<file path="config.mk">
export PLATFORM = sky130hd
export DESIGN_NAME = risc_spm_control_unit
export DESIGN_NICKNAME = d
export VERILOG_FILES = /design/src/rtl/risc_spm_pkg.sv /design/src/rtl/risc_spm_control_unit.sv
export SDC_FILE = /design/constraint.sdc
export NUM_CORES = 1
export LEC_CHECK = 0
export ABC_AREA = 0
export BUFFER_PORTS_ARGS = -buffer_cell sky130_fd_sc_hd__buf_4
export CAP_MARGIN = 0
export CORE_AREA = 3 3 40 42
export CTS_CLUSTER_SIZE = 28
export DETAILED_ROUTE_END_ITERATION = 12
export DIE_AREA = 0 0 43 45
export GPL_ROUTABILITY_DRIVEN = 0
export PLACE_DENSITY = 0.81
export SYNTH_ARGS = -nofsm -noshare
export SYNTH_HDL_FRONTEND = slang
export SYNTH_SLANG_ARGS = --single-unit
export TNS_END_PERCENT = 30
</file>
<file path="constraint.sdc">
create_clock -name clk -period 3.8 [get_ports clk]
set_input_delay 0.38 -clock clk [delete_from_list [all_inputs] [get_ports clk]]
set_output_delay 0.38 -clock clk [all_outputs]
set_load 0.05 [all_outputs]
</file>
<file path="src/rtl/risc_spm_pkg.sv">
// Shared encodings for the RISC SPM control unit and datapath muxes:
// FSM states, opcodes, bus select codes and the decoded control word.
package risc_spm_pkg;

    typedef enum logic [3:0] {
        S_idle = 4'd0,
        S_fet1 = 4'd1,
        S_fet2 = 4'd2,
        S_dec  = 4'd3,
        S_ex1  = 4'd4,
        S_rd1  = 4'd5,
        S_rd2  = 4'd6,
        S_wr1  = 4'd7,
        S_wr2  = 4'd8,
        S_br1  = 4'd9,
        S_br2  = 4'd10,
        S_halt = 4'd11
    } state_t;

    localparam logic [3:0] OP_NOP  = 4'd0;
    localparam logic [3:0] OP_ADD  = 4'd1;
    localparam logic [3:0] OP_SUB  = 4'd2;
    localparam logic [3:0] OP_AND  = 4'd3;
    localparam logic [3:0] OP_NOT  = 4'd4;
    localparam logic [3:0] OP_RD   = 4'd5;
    localparam logic [3:0] OP_WR   = 4'd6;
    localparam logic [3:0] OP_BR   = 4'd7;
    localparam logic [3:0] OP_BRZ  = 4'd8;
    localparam logic [3:0] OP_HALT = 4'd15;

    localparam logic [2:0] SEL1_R0 = 3'd0;
    localparam logic [2:0] SEL1_R1 = 3'd1;
    localparam logic [2:0] SEL1_R2 = 3'd2;
    localparam logic [2:0] SEL1_R3 = 3'd3;
    localparam logic [2:0] SEL1_PC = 3'd4;

    localparam logic [1:0] SEL2_ALU  = 2'd0;
    localparam logic [1:0] SEL2_BUS1 = 2'd1;
    localparam logic [1:0] SEL2_MEM  = 2'd2;

    typedef struct packed {
        state_t     next;
        logic [3:0] load_r;
        logic       load_pc;
        logic       inc_pc;
        logic [2:0] sel1;
        logic [1:0] sel2;
        logic       load_ir;
        logic       load_add_r;
        logic       load_reg_y;
        logic       load_reg_z;
        logic       write;
    } ctrl_t;

endpackage

</file>
<file path="src/rtl/risc_spm_control_unit.sv">
// Multi-cycle control FSM for the RISC SPM: one state register plus a pure
// decode function producing next state and all strobes from state/IR/zero.
module risc_spm_control_unit
    import risc_spm_pkg::*;
#(
    parameter int word_size = 8,
    parameter int op_size   = 4,
    parameter int Sel1_size = 3,
    parameter int Sel2_size = 2
) (
    input  logic                 clk,
    input  logic                 rst,
    input  logic [word_size-1:0] instruction,
    input  logic                 zero,
    output logic                 Load_R0,
    output logic                 Load_R1,
    output logic                 Load_R2,
    output logic                 Load_R3,
    output logic                 Load_PC,
    output logic                 Inc_PC,
    output logic [Sel1_size-1:0] Sel_Bus_1_Mux,
    output logic [Sel2_size-1:0] Sel_Bus_2_Mux,
    output logic                 Load_IR,
    output logic                 Load_Add_R,
    output logic                 Load_Reg_Y,
    output logic                 Load_Reg_Z,
    output logic                 write,
    output logic                 halted,
    output logic [3:0]           o_dbg_state
);

    state_t r_state;
    ctrl_t  w_ctrl;

    function automatic ctrl_t decode(input state_t st, input logic [3:0] op,
                                     input logic [1:0] src, input logic [1:0] dest,
                                     input logic z);
        ctrl_t c;
        c      = '0;
        c.next = st;
        case (st)
            S_idle: c.next = S_fet1;
            S_fet1: begin
                c.sel1 = SEL1_PC; c.sel2 = SEL2_BUS1; c.load_add_r = 1'b1;
                c.next = S_fet2;
            end
            S_fet2: begin
                c.sel2 = SEL2_MEM; c.load_ir = 1'b1; c.inc_pc = 1'b1;
                c.next = S_dec;
            end
            S_dec: begin
                case (op)
                    OP_NOP: c.next = S_fet1;
                    OP_ADD, OP_SUB, OP_AND: begin
                        c.sel1 = {1'b0, src}; c.sel2 = SEL2_BUS1; c.load_reg_y = 1'b1;
                        c.next = S_ex1;
                    end
                    OP_NOT: begin
                        c.sel1 = {1'b0, src}; c.sel2 = SEL2_ALU; c.load_reg_z = 1'b1;
                        c.load_r[dest] = 1'b1;
                        c.next = S_fet1;
                    end
                    OP_RD, OP_WR, OP_BR: begin
                        c.sel1 = SEL1_PC; c.sel2 = SEL2_BUS1; c.load_add_r = 1'b1;
                        c.next = (op == OP_RD) ? S_rd1 : (op == OP_WR) ? S_wr1 : S_br1;
                    end
                    OP_BRZ: begin
                        if (z) begin
                            c.sel1 = SEL1_PC; c.sel2 = SEL2_BUS1; c.load_add_r = 1'b1;
                            c.next = S_br1;
                        end else begin
                            // Not taken: step PC over the branch target word.
                            c.inc_pc = 1'b1;
                            c.next   = S_fet1;
                        end
                    end
                    default: c.next = S_halt;
                endcase
            end
            S_ex1: begin
                c.sel1 = {1'b0, dest}; c.sel2 = SEL2_ALU; c.load_reg_z = 1'b1;
                c.load_r[dest] = 1'b1;
                c.next = S_fet1;
            end
            S_rd1, S_wr1: begin
                c.sel2 = SEL2_MEM; c.load_add_r = 1'b1; c.inc_pc = 1'b1;
                c.next = (st == S_rd1) ? S_rd2 : S_wr2;
            end
            S_rd2: begin
                c.sel2 = SEL2_MEM; c.load_r[dest] = 1'b1;
                c.next = S_fet1;
            end
            S_wr2: begin
                c.sel1 = {1'b0, src}; c.write = 1'b1;
                c.next = S_fet1;
            end
            S_br1: begin
                c.sel2 = SEL2_MEM; c.load_add_r = 1'b1;
                c.next = S_br2;
            end
            S_br2: begin
                c.sel2 = SEL2_MEM; c.load_pc = 1'b1;
                c.next = S_fet1;
            end
            S_halt:  c.next = S_halt;
            default: c.next = S_idle;
        endcase
        return c;
    endfunction

    always_ff @(posedge clk or negedge rst) begin
        if (!rst) begin
            r_state <= S_idle;
        end else begin
            r_state <= w_ctrl.next;
        end
    end

    always_comb begin
        w_ctrl = decode(r_state, instruction[word_size-1 -: op_size],
                        instruction[3:2], instruction[1:0], zero);
    end

    assign Load_R0       = w_ctrl.load_r[0];
    assign Load_R1       = w_ctrl.load_r[1];
    assign Load_R2       = w_ctrl.load_r[2];
    assign Load_R3       = w_ctrl.load_r[3];
    assign Load_PC       = w_ctrl.load_pc;
    assign Inc_PC        = w_ctrl.inc_pc;
    assign Sel_Bus_1_Mux = Sel1_size'(w_ctrl.sel1);
    assign Sel_Bus_2_Mux = Sel2_size'(w_ctrl.sel2);
    assign Load_IR       = w_ctrl.load_ir;
    assign Load_Add_R    = w_ctrl.load_add_r;
    assign Load_Reg_Y    = w_ctrl.load_reg_y;
    assign Load_Reg_Z    = w_ctrl.load_reg_z;
    assign write         = w_ctrl.write;
    assign halted        = (r_state == S_halt);
    assign o_dbg_state   = r_state;

endmodule

</file>
==> run metrics, run 1 <==
Skew-Pair Late Insertion Delay between 0.2 and 0.25 ns; largest net degree at the start of global routing 18; Worst Tran Pin Value roughly 0.48 ns; post-cts sizing count 0; FF-to-FF setup slack ~2.5 ns; Final Max Slew Viols 0; drt wl/cell ~13 um; CTS tree done; DP Cell Count 117; Largest register FFs 4; Synth Register Bits 4; commonest cells after routing, fill and taps aside 31 x buf_4, 6 x nor2b_1, 6 x nor2_1, 6 x o21ai_0, 6 x nand2_1; Layout Nets approximately 120; maxcap violations 0; Yosys warning count 0; hold path cells 2; post-CTS setup buffers 0; die height approximately 45 um; Vias ~700; Power, Total between 700 and 800 uW; Ant. Diodes 0; Initial Util between 40% and 50%; Pwr Density about 950 mW/mm^2; CP Data Arrival Time ~2 ns; first-pass GRT wire length around 2500 um; Synth Flop Type dfrtp_1; row cnt 13; Post-Syn Nets 94; vias per cell approximately 5.7; Peak VDD IR about 0.63 mV; post-synth cell types 36; max frequency about 0.42 GHz; Hold Crit Class in -> reg; crit path max fanout 17; Worst Setup SP o_dbg_state[3]$_DFF_PN0_; share of the clock period used by the worst path a little over three fifths; final cell count without fillers ~120; layout cells sized above 1 roughly 38%; CTS Root Cell clkbuf_4; Setup violations, final 0; Seq/Total Area, Yosys 16.5%; All-Layer GR Usage between 15 and 20%; I/O Buffers 31; Leak approximately 0.00036 uW; htree depth 1; Reg clk slew, reported paths ~0.04 ns; Detail Placement HPWL about 1200 um; status finished clean; remaining antenna violation count after routing 0; Max Root-Sink Buffers 2; Worst setup SP type flip-flop; Routed WL roughly 1600 um; CP endpoint kind output pin; skew final between 0.0015 and 0.002 ns; Sink Count 4; core footprint 0.00128 mm^2; FFs w/ async S/R, synth 100%; Area Growth Syn to Fin 34.2%; DP Worst Slack between 1.5 and 2 ns; hold slack final 0.428 ns; number of flops mapped to enable cells by yosys 0; Min Clock Period, post-route between 2 and 2.5 ns; Crit path required time roughly 3.4 ns; initial antenna violation count 0; vias in the first global route 550; FF-to-FF End o_dbg_state[3]$_DFF_PN0_; final worst setup slack around 1.4 ns; chip width between 40 and 50 um; max-slew headroom at the worst pin between 60% and 70%; Reg-to-Reg Start o_dbg_state[3]$_DFF_PN0_; worst-case reg-to-reg path depth 3; most common cell after layout, fill and taps aside buf_4; kind of critical path reg -> out; CP Capture Point Sel_Bus_1_Mux[1]; final hold vios 0; Num CTS Buffers 3; 1st-iter DRT viols 19; DR DRC count 0; top-level port count 32; Synth Cell Area 608 um^2; Die Footprint a little under 0.002 mm^2; DRT Pass-1 Iters 4; RSZ-0062 raised after global routing no; Mapped Cells 83; Post-Syn Area per Cell roughly 7.3 um^2; total grt overflow 0; Sum Neg Setup Slack 0 ns
-- where the power goes --
part | total (uW) | internal (uW) | switching [uW]
registers | 131 | 60.8 | 70.6
clock network | 51.7 | 35.3 | 16.4
logic | 593 | 196 | 396
total | 776 | 292 | 483
-- layout make-up --
type	count	area [um^2]
timing repair buffer	32	243
inverter	1	3.75
tap	15	18.8
clock buffer	3	22.5
sequential	4	100
multi-input combinational	66	428
fill	132	469
-- repair_timing --
action,4_1_cts,5_1_grt
hold buffers,1,0
setup endpoints to repair,0,0
hold endpoints to repair,4,0
-- worst min path at each step --
stage                                     endpoint      startpoint  slack [ns]
final                     o_dbg_state[2]$_DFF_PN0_  instruction[7]        0.43
after global routing      o_dbg_state[2]$_DFF_PN0_  instruction[7]        0.43
after CTS                 o_dbg_state[2]$_DFF_PN0_  instruction[7]        0.42
after detailed placement  o_dbg_state[2]$_DFF_PN0_             rst        0.18
after global placement    o_dbg_state[0]$_DFF_PN0_             rst        0.18
after floorplan           o_dbg_state[0]$_DFF_PN0_             rst        0.08
-- metrics by stage --
step,util [%],instance area [um^2]
floorplan,-,608
global placement,61.0,783
detailed placement,61.0,783
CTS,63.5,816
global route,63.5,816
finish,63.5,816
-- synth_stat cells, types with 3 or more instances --
| cell type | n | area share (%) |
|---|---|---|
| buf_4 | 6 | 7.4 |
| nand2_1 | 6 | 3.7 |
| nor2_1 | 6 | 3.7 |
| nor2b_1 | 6 | 6.2 |
| o21ai_0 | 6 | 4.9 |
| nor3_1 | 5 | 4.1 |
| a22o_1 | 4 | 5.8 |
| a31oi_1 | 4 | 4.1 |
| clkbuf_1 | 4 | 2.5 |
| dfrtp_1 | 4 | 16 |
| nand2b_1 | 3 | 3.1 |
-- routing by layer --
metal / vias up / wire length, um / global-route usage (%)
met5: - / 0 / 0
met4: 0 / 0 / 3.61
met3: 0 / 125 / 6.37
met2: 26 / 748 / 28.7
met1: 308 / 692 / 21.4
li1: 351 / - / -
-- logic make-up (layout without fill, tap and decap cells) --
logic type | count (synthesis) | after routing | synth area share (%)
AOI/OAI and AO/OA | 25 | 25 | 28.8
buffers and inverters | 13 | 36 | 13.2
DFF | 4 | 4 | 16.5
muxes | 1 | 1 | 1.65
and+or+nand+nor | 40 | 40 | 39.9
-- worst max-delay path, cell delays in order (launching register included) --
cell and delay (ns):
dfrtp_1 0.54, nand4bb_1 0.35, nor4b_1 0.47, a22o_1 0.21
buf_4 0.19
(Power assumes the default switching activity.)
==> run 2: changes to the inputs <==
--- a/config.mk
+++ b/config.mk
@@ -5,15 +5,15 @@
 export SDC_FILE = /design/constraint.sdc
 export NUM_CORES = 1
 export LEC_CHECK = 0
-export ABC_AREA = 0
+export ABC_AREA = 1
 export BUFFER_PORTS_ARGS = -buffer_cell sky130_fd_sc_hd__buf_4
 export CAP_MARGIN = 0
-export CORE_AREA = 3 3 40 42
+export CORE_MARGIN = 3
+export CORE_UTILIZATION = 39
 export CTS_CLUSTER_SIZE = 28
 export DETAILED_ROUTE_END_ITERATION = 12
-export DIE_AREA = 0 0 43 45
 export GPL_ROUTABILITY_DRIVEN = 0
-export PLACE_DENSITY = 0.81
+export PLACE_DENSITY = 0.73
 export SYNTH_ARGS = -nofsm -noshare
 export SYNTH_HDL_FRONTEND = slang
 export SYNTH_SLANG_ARGS = --single-unit
==> constraint.sdc (replaced) <==
create_clock -name clk -period 2.06 [get_ports clk]
set_input_delay 0.206 -clock clk [delete_from_list [all_inputs] [get_ports clk]]
set_output_delay 0.206 -clock clk [all_outputs]
set_load 0.05 [all_outputs]
==> run metrics, run 2 <==
most numerous cell in the Yosys netlist nand2_1; max-slew headroom at the worst pin 79.1% (+11 points); Reg-to-Reg Start o_dbg_state[3]$_DFF_PN0_; WL met3 139 um (+11%); share of the clock period used by the worst path 86.1%; Synth top cells by count 40 x nand2_1, 15 x inv_1, 15 x nor2_1; top-area cell type share of the netlist area 24.2% (+7.8 points); All-Layer GR Usage 16.7% (-0.52 points); skew final 0.00910 ns (+0.00721 ns); initial antenna violation count 0 (unchanged); top-level port count 32 (unchanged); I/O Buffers 31 (unchanged); Max Root-Sink Buffers 2 (unchanged); CP endpoint kind output pin; commonest cells after routing, fill and taps aside 40 x nand2_1, 31 x buf_4, 15 x inv_1, 14 x nor2_1, 13 x nand3_1; kind of critical path reg -> out; Detail Placement HPWL 1380 um (+15%); Synth Register Bits 4 (unchanged); Setup violations, final 0 (unchanged); Synth Cell Area 619 um^2 (+1.9%); chip width 45.9 um (+6.6%); RSZ-0062 raised after global routing no; status finished clean; crit path max fanout 13 (-4); core footprint 0.00140 mm^2 (+8.9%); Routed WL 1690 um (+8.1%); CTS Root Cell clkbuf_4; Sink Count 4 (unchanged); Pwr Density 1680 mW/mm^2 (+77%); max frequency 0.564 GHz; FFs w/ async S/R, synth 100% (unchanged); Mapped Cells 116 (+40%); Peak VDD IR 1.05 mV (+67%); htree depth 1 (unchanged); Layout Nets 158 (+33%); Critical Path, Cell by Cell inv_2, nand2_2, nor2_4, nand2_1, nand3_1, buf_4; post-cts sizing count 0 (unchanged); final core utilization 61.3% (-2.2 points); post-synth cell types 17 (-53%); Reg clk slew, reported paths 0.04 ns (about the same); Worst Tran Pin Value 0.313 ns (-0.171 ns); Hold Crit Class in -> async; Post-Syn Nets 127 (+35%); filler cell count 147 (+11%); placed inst area 825 um^2 (+5.3%); Leak 0.000514 uW (+42%); wire length on met2 805 um (+7.6%); CP Data Arrival Time 1.57 ns (-0.43 ns); first-pass GRT wire length 2670 um (+8.1%); Worst setup SP type flip-flop; number of flops mapped to enable cells by yosys 0 (unchanged); Post-Syn Area per Cell 5.34 um^2 (-27%); Skew-Pair Late Insertion Delay 0.24 ns (about the same); Area Growth Syn to Fin 38.4%; drt wl/cell 10.6 um (-18%); Worst Setup SP o_dbg_state[3]$_DFF_PN0_; Synth area leaders nand2_1 24%, dfrtp_1 16%, nand3_1 11%; total grt overflow 0 (unchanged); layout cells sized above 1 30.3% (-7.4 points); Crit path required time 1.85 ns (-1.57 ns); Seq/Total Area, Yosys 16.2% (-0.30 points); cell taking the most area after synthesis nand2_1; CTS tree done; CP max stage delay 0.41 ns (-0.13 ns); row cnt 13 (unchanged); post-CTS setup buffers 0 (unchanged); most common cell after layout, fill and taps aside nand2_1; Initial Util 44.3% (-3.0 points); maxcap violations 0 (unchanged); final hold vios 0 (unchanged); cts hold-fix bufs 1 (unchanged); vias per cell 4.91 (-13%); 1st-iter DRT viols 28 (+9); max layer used met3; Vias 785 (+15%); Min Clock Period, post-route between 1.5 and 2 ns; Largest register FFs 4 (unchanged); die height 45.9 um (+1.9%); Sum Neg Setup Slack 0 ns (unchanged); metal1 wirelength 746 um (+7.8%); largest net degree at the start of global routing 14 (-4); DRT Pass-1 Iters 4 (unchanged); DR DRC count 0 (unchanged); Num CTS Buffers 3 (unchanged); Slowest cell on crit path dfrtp_1; remaining antenna violation count after routing 0 (unchanged); Die Footprint 0.00210 mm^2 (+8.6%); Ant. Diodes 0 (unchanged); vias in the first global route 631 (+15%); Final Max Slew Viols 0 (unchanged); Synth Flop Type dfrtp_1; cell area after layout 857 um^2 (+5.1%); Yosys warning count 0 (unchanged)
run 2: cell types whose count changed in the layout (fill, tap and decap cells not counted), moves of 3 or more:
| cell | before | now |
|---|---|---|
| a22o_1 | 4 | 0 |
| inv_1 | 1 | 15 |
| nand2_1 | 6 | 40 |
| nand2b_1 | 3 | 0 |
| nand3_1 | 2 | 13 |
| nand4_1 | 0 | 5 |
| nor2_1 | 6 | 14 |
| nor2_2 | 0 | 4 |
| nor2b_1 | 6 | 0 |
| nor3_1 | 5 | 2 |
| o21ai_0 | 6 | 2 |
run 2: worst max-delay path, delay by kind of cell, from the launching register on:
| family | cells | cell delay, ns |
|---|---|---|
| simple gates | 4 | 0.59 |
| flops | 1 | 0.41 |
| buf+inv | 2 | 0.33 |
run 2: cell families (layout without fill, tap and decap cells):
kind of cell / count (synthesis) / in the layout / synth area share (%)
buf+inv: 23 / 52 / 18.2
flops: 4 / 4 / 16.2
compound gates: 7 / 7 / 6.46
simple gates: 82 / 82 / 59.2
run 2: final timing paths:
| kind | end | slack [ns] | cells past startpoint |
|---|---|---|---|
| worst max-delay path | Load_Add_R | 0.29 | 6 |
| worst min-delay path | o_dbg_state[3]$_DFF_PN0_ | 0.31 | 2 |
| worst max register to register | o_dbg_state[2]$_DFF_PN0_ | 0.81 | 5 |
| worst min register to register | o_dbg_state[1]$_DFF_PN0_ | 0.64 | 2 |
| max in group asynchronous | o_dbg_state[2]$_DFF_PN0_ | 1.65 | 2 |
| min in group clk | o_dbg_state[1]$_DFF_PN0_ | 0.32 | 5 |
run 2: final cells by class:
cell class | instances | area [um^2] | share of cell area (%)
inverter | 17 | 63.8 | 7.45
tap | 15 | 18.8 | 2.19
timing repair buffer | 32 | 243 | 28.3
sequential | 4 | 100 | 11.7
multi-input combinational | 89 | 409 | 47.7
clock buffer | 3 | 22.5 | 2.63
run 2: per-stage QoR:
step | cells | hold WS (ns) | total power (uW) | worst slack, ns
2_1_floorplan | 116 | -0.0896 | 1100 | -0.161
3_3_place_gp | 156 | 0.00144 | 1340 | 0.573
3_5_place_dp | 156 | 0.00285 | 1340 | 0.548
4_1_cts | 160 | 0.299 | 1450 | 0.288
5_1_grt | 160 | 0.300 | 1540 | 0.149
6_report | 160 | 0.306 | 1440 | 0.287
run 2: power by group:
part	switching (uW)	internal, uW
clock	32.4	65.2
sequential	48.7	114
combinational	863	317
run 2: routing by layer:
layer / vias up / GRT usage [%]
met3: 0 / 4.74
met5: - / 0
met4: 0 / 1.70
met2: 28 / 24.7
li1: 421 / -
met1: 336 / 24.5
==> run 3: changes to the inputs <==
--- a/config.mk
+++ b/config.mk
@@ -14,6 +14,7 @@
 export DETAILED_ROUTE_END_ITERATION = 12
 export GPL_ROUTABILITY_DRIVEN = 0
 export PLACE_DENSITY = 0.73
+export RECOVER_POWER = 50
 export SYNTH_ARGS = -nofsm -noshare
 export SYNTH_HDL_FRONTEND = slang
 export SYNTH_SLANG_ARGS = --single-unit
==> run metrics, run 3 (synthesis results as in run 2) <==
crit path max fanout 13 (unchanged); Critical Path, Cell by Cell inv_1, nand2_1, nor2_4, nand2_1, nand3_1, buf_4; post-cts sizing count 0 (unchanged); cell area after layout 828 um^2 (-3.4%); htree depth 1 (unchanged); maxcap violations 0 (unchanged); Setup violations, final 0 (unchanged); CTS tree done; Max Root-Sink Buffers 2 (unchanged); Reg clk slew, reported paths 0.04 ns (about the same); DR DRC count 0 (unchanged); Largest register FFs 4 (unchanged); register area 100 um^2 (unchanged); max-slew headroom at the worst pin 59.9% (-19 points); DRT Pass-1 Iters 4 (unchanged); Final Max Slew Viols 0 (unchanged); Pwr Density 1690 mW/mm^2 (+0.46%); 1st-iter DRT viols 29 (+3.6%); chip width 45.9 um (unchanged); Hold Crit Class in -> reg; skew final 0.00979 ns (+0.000687 ns); final core utilization 59.2% (-2.1 points); total grt overflow 0 (unchanged); max layer used met3; WL met3 149 um (+7.2%); Worst Tran Pin Value 0.604 ns (+0.291 ns); Worst setup SP type flip-flop; post-CTS setup buffers 0 (unchanged); Area Growth Syn to Fin 33.7%; wire length on met2 789 um (-2.0%); row cnt 13 (unchanged); All-Layer GR Usage 16.7% (unchanged); Crit path required time 1.85 ns (about the same); Num CTS Buffers 3 (unchanged); Peak VDD IR 1.00 mV (-4.7%); Critical path buffers and inverters 2 (unchanged); filler cell count 154 (+4.8%); most common cell after layout, fill and taps aside nand2_1; Slowest cell on crit path dfrtp_1; vias in the first global route 631 (unchanged); Die Footprint 0.00210 mm^2 (unchanged); initial antenna violation count 0 (unchanged); metal1 wirelength 750 um (+0.54%); remaining antenna violation count after routing 0 (unchanged); commonest cells after routing, fill and taps aside 41 x nand2_1, 24 x buf_4, 16 x inv_1, 14 x nor2_1, 13 x nand3_1; top-level port count 32 (unchanged); Worst path top cell family by delay simple AND/OR/NAND/NOR gates; CP endpoint kind output pin; placed inst area 825 um^2 (unchanged); Skew-Pair Late Insertion Delay 0.24 ns (about the same); Leak 0.000487 uW (-5.3%); CP max stage delay 0.42 ns (about the same); Crit path top cell by count nand2_1; die height 45.9 um (unchanged); Min Clock Period, post-route 1.83 ns (+0.0600 ns); Routed WL 1690 um (-0.12%); CP Data Arrival Time 1.63 ns (+0.06 ns); drt wl/cell 10.6 um (-0.12%); CTS Root Cell clkbuf_4; hold slack final 0.319 ns (+0.0137 ns); Sink Count 4 (unchanged); Initial Util 44.3% (unchanged); I/O Buffers 31 (unchanged); cts hold-fix bufs 1 (unchanged); Layout Nets 158 (unchanged); Detail Placement HPWL 1380 um (unchanged); first-pass GRT wire length 2670 um (unchanged); largest net degree at the start of global routing 14 (unchanged); core footprint 0.00140 mm^2 (unchanged); Ant. Diodes 0 (unchanged); max frequency 0.546 GHz (-3.3%); layout cells sized above 1 24.1% (-6.2 points); status finished clean; FF-to-FF setup slack 0.74 ns (-0.07 ns); Vias 786 (+0.13%); share of the clock period used by the worst path 89.0% (+2.9 points); kind of critical path reg -> out; final hold vios 0 (unchanged); RSZ-0062 raised after global routing no; multi-input gate area in the final layout 407 um^2 (-0.61%); vias per cell 4.91 (+0.13%)
==> run 3: area by class of cell <==
| class | instances | area share [%] |
|---|---|---|
| Timing Repair Buffer | 32 | 26.1 |
| Multi-Input combinational cell | 89 | 49.1 |
| Inverter | 17 | 7.70 |
| Clock buffer | 3 | 2.72 |
| Sequential cell | 4 | 12.1 |
| Tap cell | 15 | 2.27 |
==> run 3: worst paths after layout <==
| path | startpoint | endpoint | cells after the start |
|---|---|---|---|
| worst max register to register | o_dbg_state[2]$_DFF_PN0_ | o_dbg_state[2]$_DFF_PN0_ | 5 |
| worst min-delay path | instruction[7] | o_dbg_state[1]$_DFF_PN0_ | 5 |
| worst max-delay path | o_dbg_state[2]$_DFF_PN0_ | Load_Add_R | 6 |
| worst min register to register | o_dbg_state[2]$_DFF_PN0_ | o_dbg_state[3]$_DFF_PN0_ | 2 |
| min in group asynchronous | rst | o_dbg_state[3]$_DFF_PN0_ | 2 |
| max in group asynchronous | rst | o_dbg_state[2]$_DFF_PN0_ | 2 |
==> run 3: metal layers <==
metal / GRT usage [%] / up-vias
li1: - / 421
met1: 24.5 / 333
met2: 24.7 / 32
met3: 4.74 / 0
met4: 1.70 / 0
met5: 0 / -
==> run 3: metrics by stage <==
step | total power (uW) | setup TNS (ns) | cells | setup WS [ns]
finish | 1400 | 0 | 160 | 0.227
global route | 1490 | 0 | 160 | 0.0960
CTS | 1450 | 0 | 160 | 0.288
detailed placement | 1340 | 0 | 156 | 0.548
global placement | 1340 | 0 | 156 | 0.573
floorplan | 1100 | -0.161 | 116 | -0.161
==> run 3: worst min-delay path, stage by stage <==
cell     delay [ns]
buf_4          0.09
nand2_1        0.06
nand3_1        0.07
nand2_1        0.05
nand2_1        0.05
==> run 3: report_power, final <==
part | total (uW) | internal [uW] | switching (uW)
Combinational | 1140 | 279 | 861
Sequential | 161 | 114 | 46.6
Clock | 97.8 | 65.2 | 32.6
